**config.mk**
```make
export PLATFORM = sky130hd
export DESIGN_NAME = idex_pipe_stage
export DESIGN_NICKNAME = d
export VERILOG_FILES = /design/src/rtl/idex_pipe_stage.sv
export SDC_FILE = /design/constraint.sdc
export NUM_CORES = 1
export LEC_CHECK = 0
export ABC_AREA = 1
export BUFFER_PORTS_ARGS = -buffer_cell sky130_fd_sc_hd__clkbuf_2
export CORE_AREA = 2 2 138 140
export CTS_CLUSTER_DIAMETER = 80
export DETAILED_ROUTE_END_ITERATION = 6
export DIE_AREA = 0 0 140 142
export PLACE_DENSITY = 0.77
export REMOVE_ABC_BUFFERS = 1
export SYNTH_ARGS = -nofsm -noshare
export SYNTH_HDL_FRONTEND = slang
export SYNTH_SLANG_ARGS = --single-unit
```
**constraint.sdc**
```tcl
create_clock -name clk -period 3.3 [get_ports clk]
set_clock_uncertainty 0.1 [all_clocks]
set_input_delay 0.165 -clock clk [delete_from_list [all_inputs] [get_ports clk]]
set_output_delay 0.165 -clock clk [all_outputs]
set_load 0.03 [all_outputs]
```
**src/rtl/idex_pipe_stage.sv**
```systemverilog
// Elastic ID/EX stage: valid/ready handshake with a main register plus one skid entry,
// flush, halt latching. Optional perf counters under IDEX_PIPE_PERF_CNT_EN.
module idex_pipe_stage #(
    parameter int DATA_W = 64,
    parameter int CTRL_W = 24,
    parameter int REG_W  = 4,
    parameter int CNT_W  = 16
) (
    input  logic              clk,
    input  logic              rst_n,
    input  logic              flush,
    input  logic              in_valid,
    output logic              in_ready,
    input  logic [CTRL_W-1:0] in_ctrl,
    input  logic [DATA_W-1:0] in_data,
    input  logic [REG_W-1:0]  in_dest,
    input  logic              in_halt,
    output logic              out_valid,
    input  logic              out_ready,
    output logic [CTRL_W-1:0] out_ctrl,
    output logic [DATA_W-1:0] out_data,
    output logic [REG_W-1:0]  out_dest,
    output logic              out_halt,
    output logic              halted
`ifdef IDEX_PIPE_PERF_CNT_EN
    ,
    output logic [CNT_W-1:0]  stall_cnt,
    output logic [CNT_W-1:0]  bubble_cnt
`endif
);

    typedef struct packed {
        logic [CTRL_W-1:0] ctrl;
        logic [DATA_W-1:0] data;
        logic [REG_W-1:0]  dest;
        logic              halt;
    } entry_t;

    typedef enum logic [1:0] {EMPTY, FULL, SKID} state_t;

    state_t state_q, state_d;
    entry_t main_q, main_d, skid_q, skid_d, in_e;
    logic   halted_q, halted_d, rdy_q, rdy_d;
    logic   xfer_in, xfer_out, halt_out;

    assign in_e      = {in_ctrl, in_data, in_dest, in_halt};
    assign out_valid = (state_q != EMPTY);
    // rdy_q is already low while halted, so in_valid is ignored then
    assign xfer_in   = in_valid & rdy_q;
    assign xfer_out  = out_valid & out_ready;
    assign halt_out  = xfer_out & main_q.halt;

    always_comb begin
        state_d  = state_q;
        main_d   = main_q;
        skid_d   = skid_q;
        halted_d = halted_q | halt_out;
        case (state_q)
            EMPTY: begin
                if (xfer_in) begin
                    main_d  = in_e;
                    state_d = FULL;
                end
            end
            FULL: begin
                case ({xfer_out, xfer_in})
                    2'b11: main_d = in_e;
                    2'b10: state_d = EMPTY;
                    2'b01: begin
                        skid_d  = in_e;
                        state_d = SKID;
                    end
                    default: ;
                endcase
            end
            SKID: begin
                if (xfer_out) begin
                    main_d  = skid_q;
                    state_d = FULL;
                end
            end
            default: state_d = EMPTY;
        endcase
        // Redirect or consumed HALT: drop everything queued, keep last payload visible
        if (flush || halt_out) begin
            state_d = EMPTY;
            main_d  = main_q;
            skid_d  = skid_q;
        end
        rdy_d = !halted_d && (state_d != SKID);
    end

    always_ff @(posedge clk) begin
        if (!rst_n) begin
            state_q  <= EMPTY;
            main_q   <= '0;
            skid_q   <= '0;
            halted_q <= 1'b0;
            rdy_q    <= 1'b1;
        end else begin
            state_q  <= state_d;
            main_q   <= main_d;
            skid_q   <= skid_d;
            halted_q <= halted_d;
            rdy_q    <= rdy_d;
        end
    end

    assign in_ready = rdy_q;
    assign halted   = halted_q;
    assign out_ctrl = out_valid ? main_q.ctrl : '0;
    assign out_data = main_q.data;
    assign out_dest = main_q.dest;
    assign out_halt = out_valid & main_q.halt;

`ifdef IDEX_PIPE_PERF_CNT_EN
    localparam logic [CNT_W-1:0] CNT_ONE = {{(CNT_W-1){1'b0}}, 1'b1};

    always_ff @(posedge clk) begin
        if (!rst_n) begin
            stall_cnt  <= '0;
            bubble_cnt <= '0;
        end else begin
            if (out_valid && !out_ready && (stall_cnt != '1))
                stall_cnt <= stall_cnt + CNT_ONE;
            if (!out_valid && !halted_q && (bubble_cnt != '1))
                bubble_cnt <= bubble_cnt + CNT_ONE;
        end
    end
`else
    if (CNT_W < 1) begin : g_bad_cnt_w
        $error("CNT_W must be positive");
    end
`endif

endmodule

```
Yosys cells after proc, flatten, opt, wreduce, memory -nomap -nowiden
Index checks and enable logic that the tools add are counted.
{"block": "word_totals", "output_inout_bits": 96, "ff_bits": 190, "wordCells": 44, "inputBits": 98}
{"block": "op_classes", "n_reduce_logical": 8, "n_bitwise": 6, "muxes": 10, "eq_ne": 9}
{"operator": "$mux 93", "n": 3}
{"operator": "$pmux 93 s3", "n": 1}
{"operator": "$mux 24", "n": 1}
{"operator": "$eq 2x2->1 const B", "n": 3}
{"operator": "$mux 2", "n": 3}
{"operator": "$ne 2x2->1 const B", "n": 3}
{"operator": "$pmux 2 s3", "n": 1}
{"operator": "$reduce_and 5->1", "n": 1}
{"operator": "$and 1x1->1", "n": 4}
{"operator": "$eq 2x1->1 const B", "n": 2}
{"operator": "$pmux 2 s2", "n": 1}
{"operator": "$reduce_and 3->1", "n": 1}
{"operator": "$reduce_bool 3->1", "n": 1}
{"operator": "$logic_not 2->1", "n": 1}
{"operator": "$ne 2x1->1 const B", "n": 1}
{"operator": "$reduce_bool 2->1", "n": 1}
{"operator": "$logic_and 1x1->1", "n": 1}
{"operator": "$logic_not 1->1", "n": 1}
{"operator": "$logic_or 1x1->1", "n": 1}
{"operator": "$not 1->1", "n": 1}
{"operator": "$or 1x1->1", "n": 1}

Logic depth before layout (Yosys ltp)
{"block": "logic_depth", "depth_word": 8, "ltp_mapped": 11, "depth_no_buf": 8}

Least setup slack after synthesis
No wires, ideal clock.
{"block": "synth_path", "path_kind": "register -> output", "start": "register state_q[0]", "end": "output out_ctrl[10]", "arrival_time_ps": 1364, "setup_slack_ps": 1671, "path_buffers": 2, "t_required_ps": 3035, "stages_incl_launch_ff": 7, "path_cell_list": "dfxtp_1 -> inv_2 -> buf_6 -> nand2_4 -> inv_1 -> clkbuf_1 -> nor2_1"}
{"block": "synth_via", "elab_chain_cells": 2}
{"element": "from (decl)", "line": "41", "text": "state_t state_q, state_d;"}
{"element": "from (signal assigned)", "line": "101", "text": "state_q <= state_d;"}
{"element": "$reduce_bool 2->1", "line": "47", "text": "assign out_valid = (state_q != EMPTY);"}
{"element": "named net out_valid", "line": "18", "text": "output logic out_valid,"}
{"element": "$mux 24", "line": "111", "text": "assign out_ctrl = out_valid ? main_q.ctrl : '0;"}
{"element": "to (decl)", "line": "20", "text": "output logic [CTRL_W-1:0] out_ctrl,"}
The timed path passes the listed nets, and every way through them passes these cells.

Final worst setup path
{"block": "layout_path", "start": "register state_q[1]", "end": "output out_ctrl[18]"}
{"block": "layout_via", "elab_chain_cells": 2}
{"element": "$reduce_bool 2->1", "line": "47"}
{"element": "$mux 24", "line": "111"}
No other way between the ends.

==> flow_summary_export.csv <==
group,metric,value,unit
routing,top_metal_layer_carrying_routed_signals,"met4",
cells_and_area,nFillCells,1690,
routing,drt_iter0_markers,450,
cells_and_area,regArea,3800,um^2
clocking,worst_setup_hold_path_clk_slew,0.07,ns
pwr,power.static_leakage,5.52,nW
yosys,synthesis.area_per_instance,6.39,um^2
routing,detail_route.wl_per_cell,11.9,um
grt,grt_max_degree,125,
placement,dpl_worst_slack,0.878,ns
cells_and_area,nets,1681,
yosys,synth_top_cell_by_area,"sky130_fd_sc_hd__dfxtp_1",
cells_and_area,area_of_the_multi_input_gates,3740,um^2
yosys,ys_types,19,
grt,grtUsageTotal,22.1,%
status,result_of_the_run,"finished with violations",
setup_path,worstSetupStartpointType,"register",
yosys,mapped_cell_area,9070,um^2
min_path,worst_hold_path_type,"input port to register",
clocking,worst_skew_pair.late_latency,0.42,ns
clocking,post_cts.repair.setup_buffers,0,
cells_and_area,final_layout_size_suffix_gt1_share,14.9,%
routing,vias,8630,
sta,final_setup_violation_count,0,
sta,max_clock_freq,355,MHz
floorplan,core-area,18500,um^2
grt,grt.overflow.total,0,
floorplan,io_pins,194,
sta,max_slew.worst_pin.slew,0.874,ns
yosys,yosys-top-cells-area,"sky130_fd_sc_hd__dfxtp_1 42%, sky130_fd_sc_hd__nand2_1 14%, sky130_fd_sc_hd__nor2_1 14%",
clocking,cts_buffers,17,
sta,final_hold_viol_count,0,
pwr,fin_total_pwr,5.23,mW
sta,final_hold_slack,0.158,ns
routing,post_drt_via_cell_ratio,4.72,
placement,hpwlAfterDp,12500,um
sta,worst_slack,0.486,ns
pwr,power_density,470,nW/um^2
clocking,cts-root-to-sink-buffers,2,
sta,layout_min_cycle_time,2.81,ns
setup_path,worstSetupEndpointType,"primary output",
sta,finalCritPeriodShare,85.3,%
yosys,ys_seq_area_share,41.9,%
grt,first_global_vias,7806,
sta,relSlewSlack,41.6,%
routing,drc,30,
yosys,yosys_warnings,0,
setup_path,worst-endpoint-required,3.03,ns
setup_path,cp_max_fo,31,
yosys,yosys.area.top_type_share,41.9,%
setup_path,r2r_setup_slack,0.85,ns
clocking,ctsHtreeMaxLevel,4,
routing,wl_met2,10400,um
grt,antenna_found_initial,0,
floorplan,die_area,19900,um^2
routing,route.final.wire_length,21700,um
floorplan,die_h,142,um
cells_and_area,relative_area_change_from_synthesis_to_final_layout,22.6,%
status,failing_checks,"design-rule violations",
routing,routed-wl-met3,1220,um
placement,gpl.final_weighted_congestion,0.778,
sta,rsz0062_at_grt,"false",
cells_and_area,layout.cells.most_common,"sky130_fd_sc_hd__nand2_1",
setup_path,worst_path_arrival,2.55,ns
clocking,postCtsResizedCells,0,
floorplan,fp.dieW,140,um
pwr,peakVddDrop,0.353,mV
yosys,postSynthCellCount,1419,
setup_path,timing_worst_setup_path_type,"register to primary output",
yosys,yosys_register_bits,190,
placement,buffer_ports.inserted,193,
floorplan,rows,50,
cells_and_area,layout_common_cells,"349 x sky130_fd_sc_hd__nand2_1, 341 x sky130_fd_sc_hd__nor2_1, 192 x sky130_fd_sc_hd__clkbuf_2, 189 x sky130_fd_sc_hd__dfxtp_1, 154 x sky130_fd_sc_hd__inv_1",
flow_run,maxCapViolCount,0,
routing,first_pass_iters,7,
floorplan,initial_utilization,49.2,%
sta,final_max_slew_viol_count,0,
clocking,clockRootBuffer,"sky130_fd_sc_hd__clkbuf_16",
clocking,clock_tree_from_tritoncts,"yes",
clocking,cts.sink_count,190,
routing,detail-route-antenna-nets,0,
routing,wl_met1,9760,um
grt,wire_length_of_the_first_global_routing_pass,36500,um
## per-layer routing
| metal | up-vias | global-route usage [%] |
|---|---|---|
| met1 | 3880 | 27.7 |
| met3 | 28 | 4.91 |
| met4 | 0 | 7.02 |
| met2 | 193 | 38.0 |
| li1 | 4529 | - |
| met5 | - | 0 |
## worst max-delay path: stages (launching register included)
cell and delay, ns:
sky130_fd_sc_hd__dfxtp_2 0.77, sky130_fd_sc_hd__clkinv_1 0.31, sky130_fd_sc_hd__nand2_4 0.14, sky130_fd_sc_hd__inv_1 0.37
sky130_fd_sc_hd__nor2_1 0.28, sky130_fd_sc_hd__clkbuf_2 0.24
## power by group
group	internal, mW	switching (mW)	total (mW)
Sequential	2.39	0.0513	2.45
Combinational	0.305	0.477	0.782
Clock	1.15	0.849	2.00
Total	3.85	1.38	5.23
## worst paths after layout
path | endpoint | cells after the start | startpoint
min reg2reg | skid_q[81] | 2 | skid_q[81]
min | out_data[2] | 3 | rst_n
max reg2reg | out_data[26] | 8 | state_q[1]
max | out_ctrl[18] | 5 | state_q[1]
## metrics by stage
| stage | cells | cell area (um^2) | TNS [ns] | util [%] |
|---|---|---|---|---|
| global placement | 1702 | 9600 | 0 | 52.0 |
| global route | 1829 | 11100 | 0 | 60.3 |
| detailed placement | 1702 | 9600 | 0 | 52.0 |
| floorplan | 1262 | 8130 | -188.24 | - |
| finish | 1830 | 11100 | 0 | 60.3 |
| CTS | 1829 | 11100 | 0 | 60.3 |
## final cells by class
cell class | count | area share [%]
tap | 234 | 2.63
sequential | 190 | 34.2
clock inverter | 6 | 0.765
multi-input combinational | 915 | 33.7
timing repair buffer | 302 | 19.1
antenna | 1 | 0.0225
inverter | 157 | 5.30
clock buffer | 25 | 4.27
## sequential cells by signal, summed over array words and instances, names as in the netlist
signal    flops
skid_q       93
halted        1
in_ready      1
main_q       25
out_dest      4
state_q       2
out_data     64
## cell families after synthesis
group,share of synthesized area (%)
compound gates,8.69
buf+inv,16.9
flops,41.9
simple gates,32.5
## cell usage after synthesis
cell / number
sky130_fd_sc_hd__nand2_1: 350
sky130_fd_sc_hd__nor2_1: 341
sky130_fd_sc_hd__dfxtp_1: 190
sky130_fd_sc_hd__inv_1: 154
sky130_fd_sc_hd__o21ai_0: 124
sky130_fd_sc_hd__buf_4: 82
sky130_fd_sc_hd__nand3_1: 63
sky130_fd_sc_hd__clkbuf_1: 47
sky130_fd_sc_hd__a21oi_1: 32
sky130_fd_sc_hd__buf_2: 21
sky130_fd_sc_hd__buf_1: 4
sky130_fd_sc_hd__buf_6: 3
sky130_fd_sc_hd__inv_2: 2
sky130_fd_sc_hd__a211oi_1: 1
sky130_fd_sc_hd__clkinv_1: 1
sky130_fd_sc_hd__nand2_2: 1
sky130_fd_sc_hd__nand2_4: 1
sky130_fd_sc_hd__nand4_1: 1
sky130_fd_sc_hd__nor2_4: 1
## repair_timing
action	CTS	global route
hold buffers	96	0
setup endpoints to repair	0	0
endpoints found under the hold margin	95	0
Power figures use the tool's default switching activity.
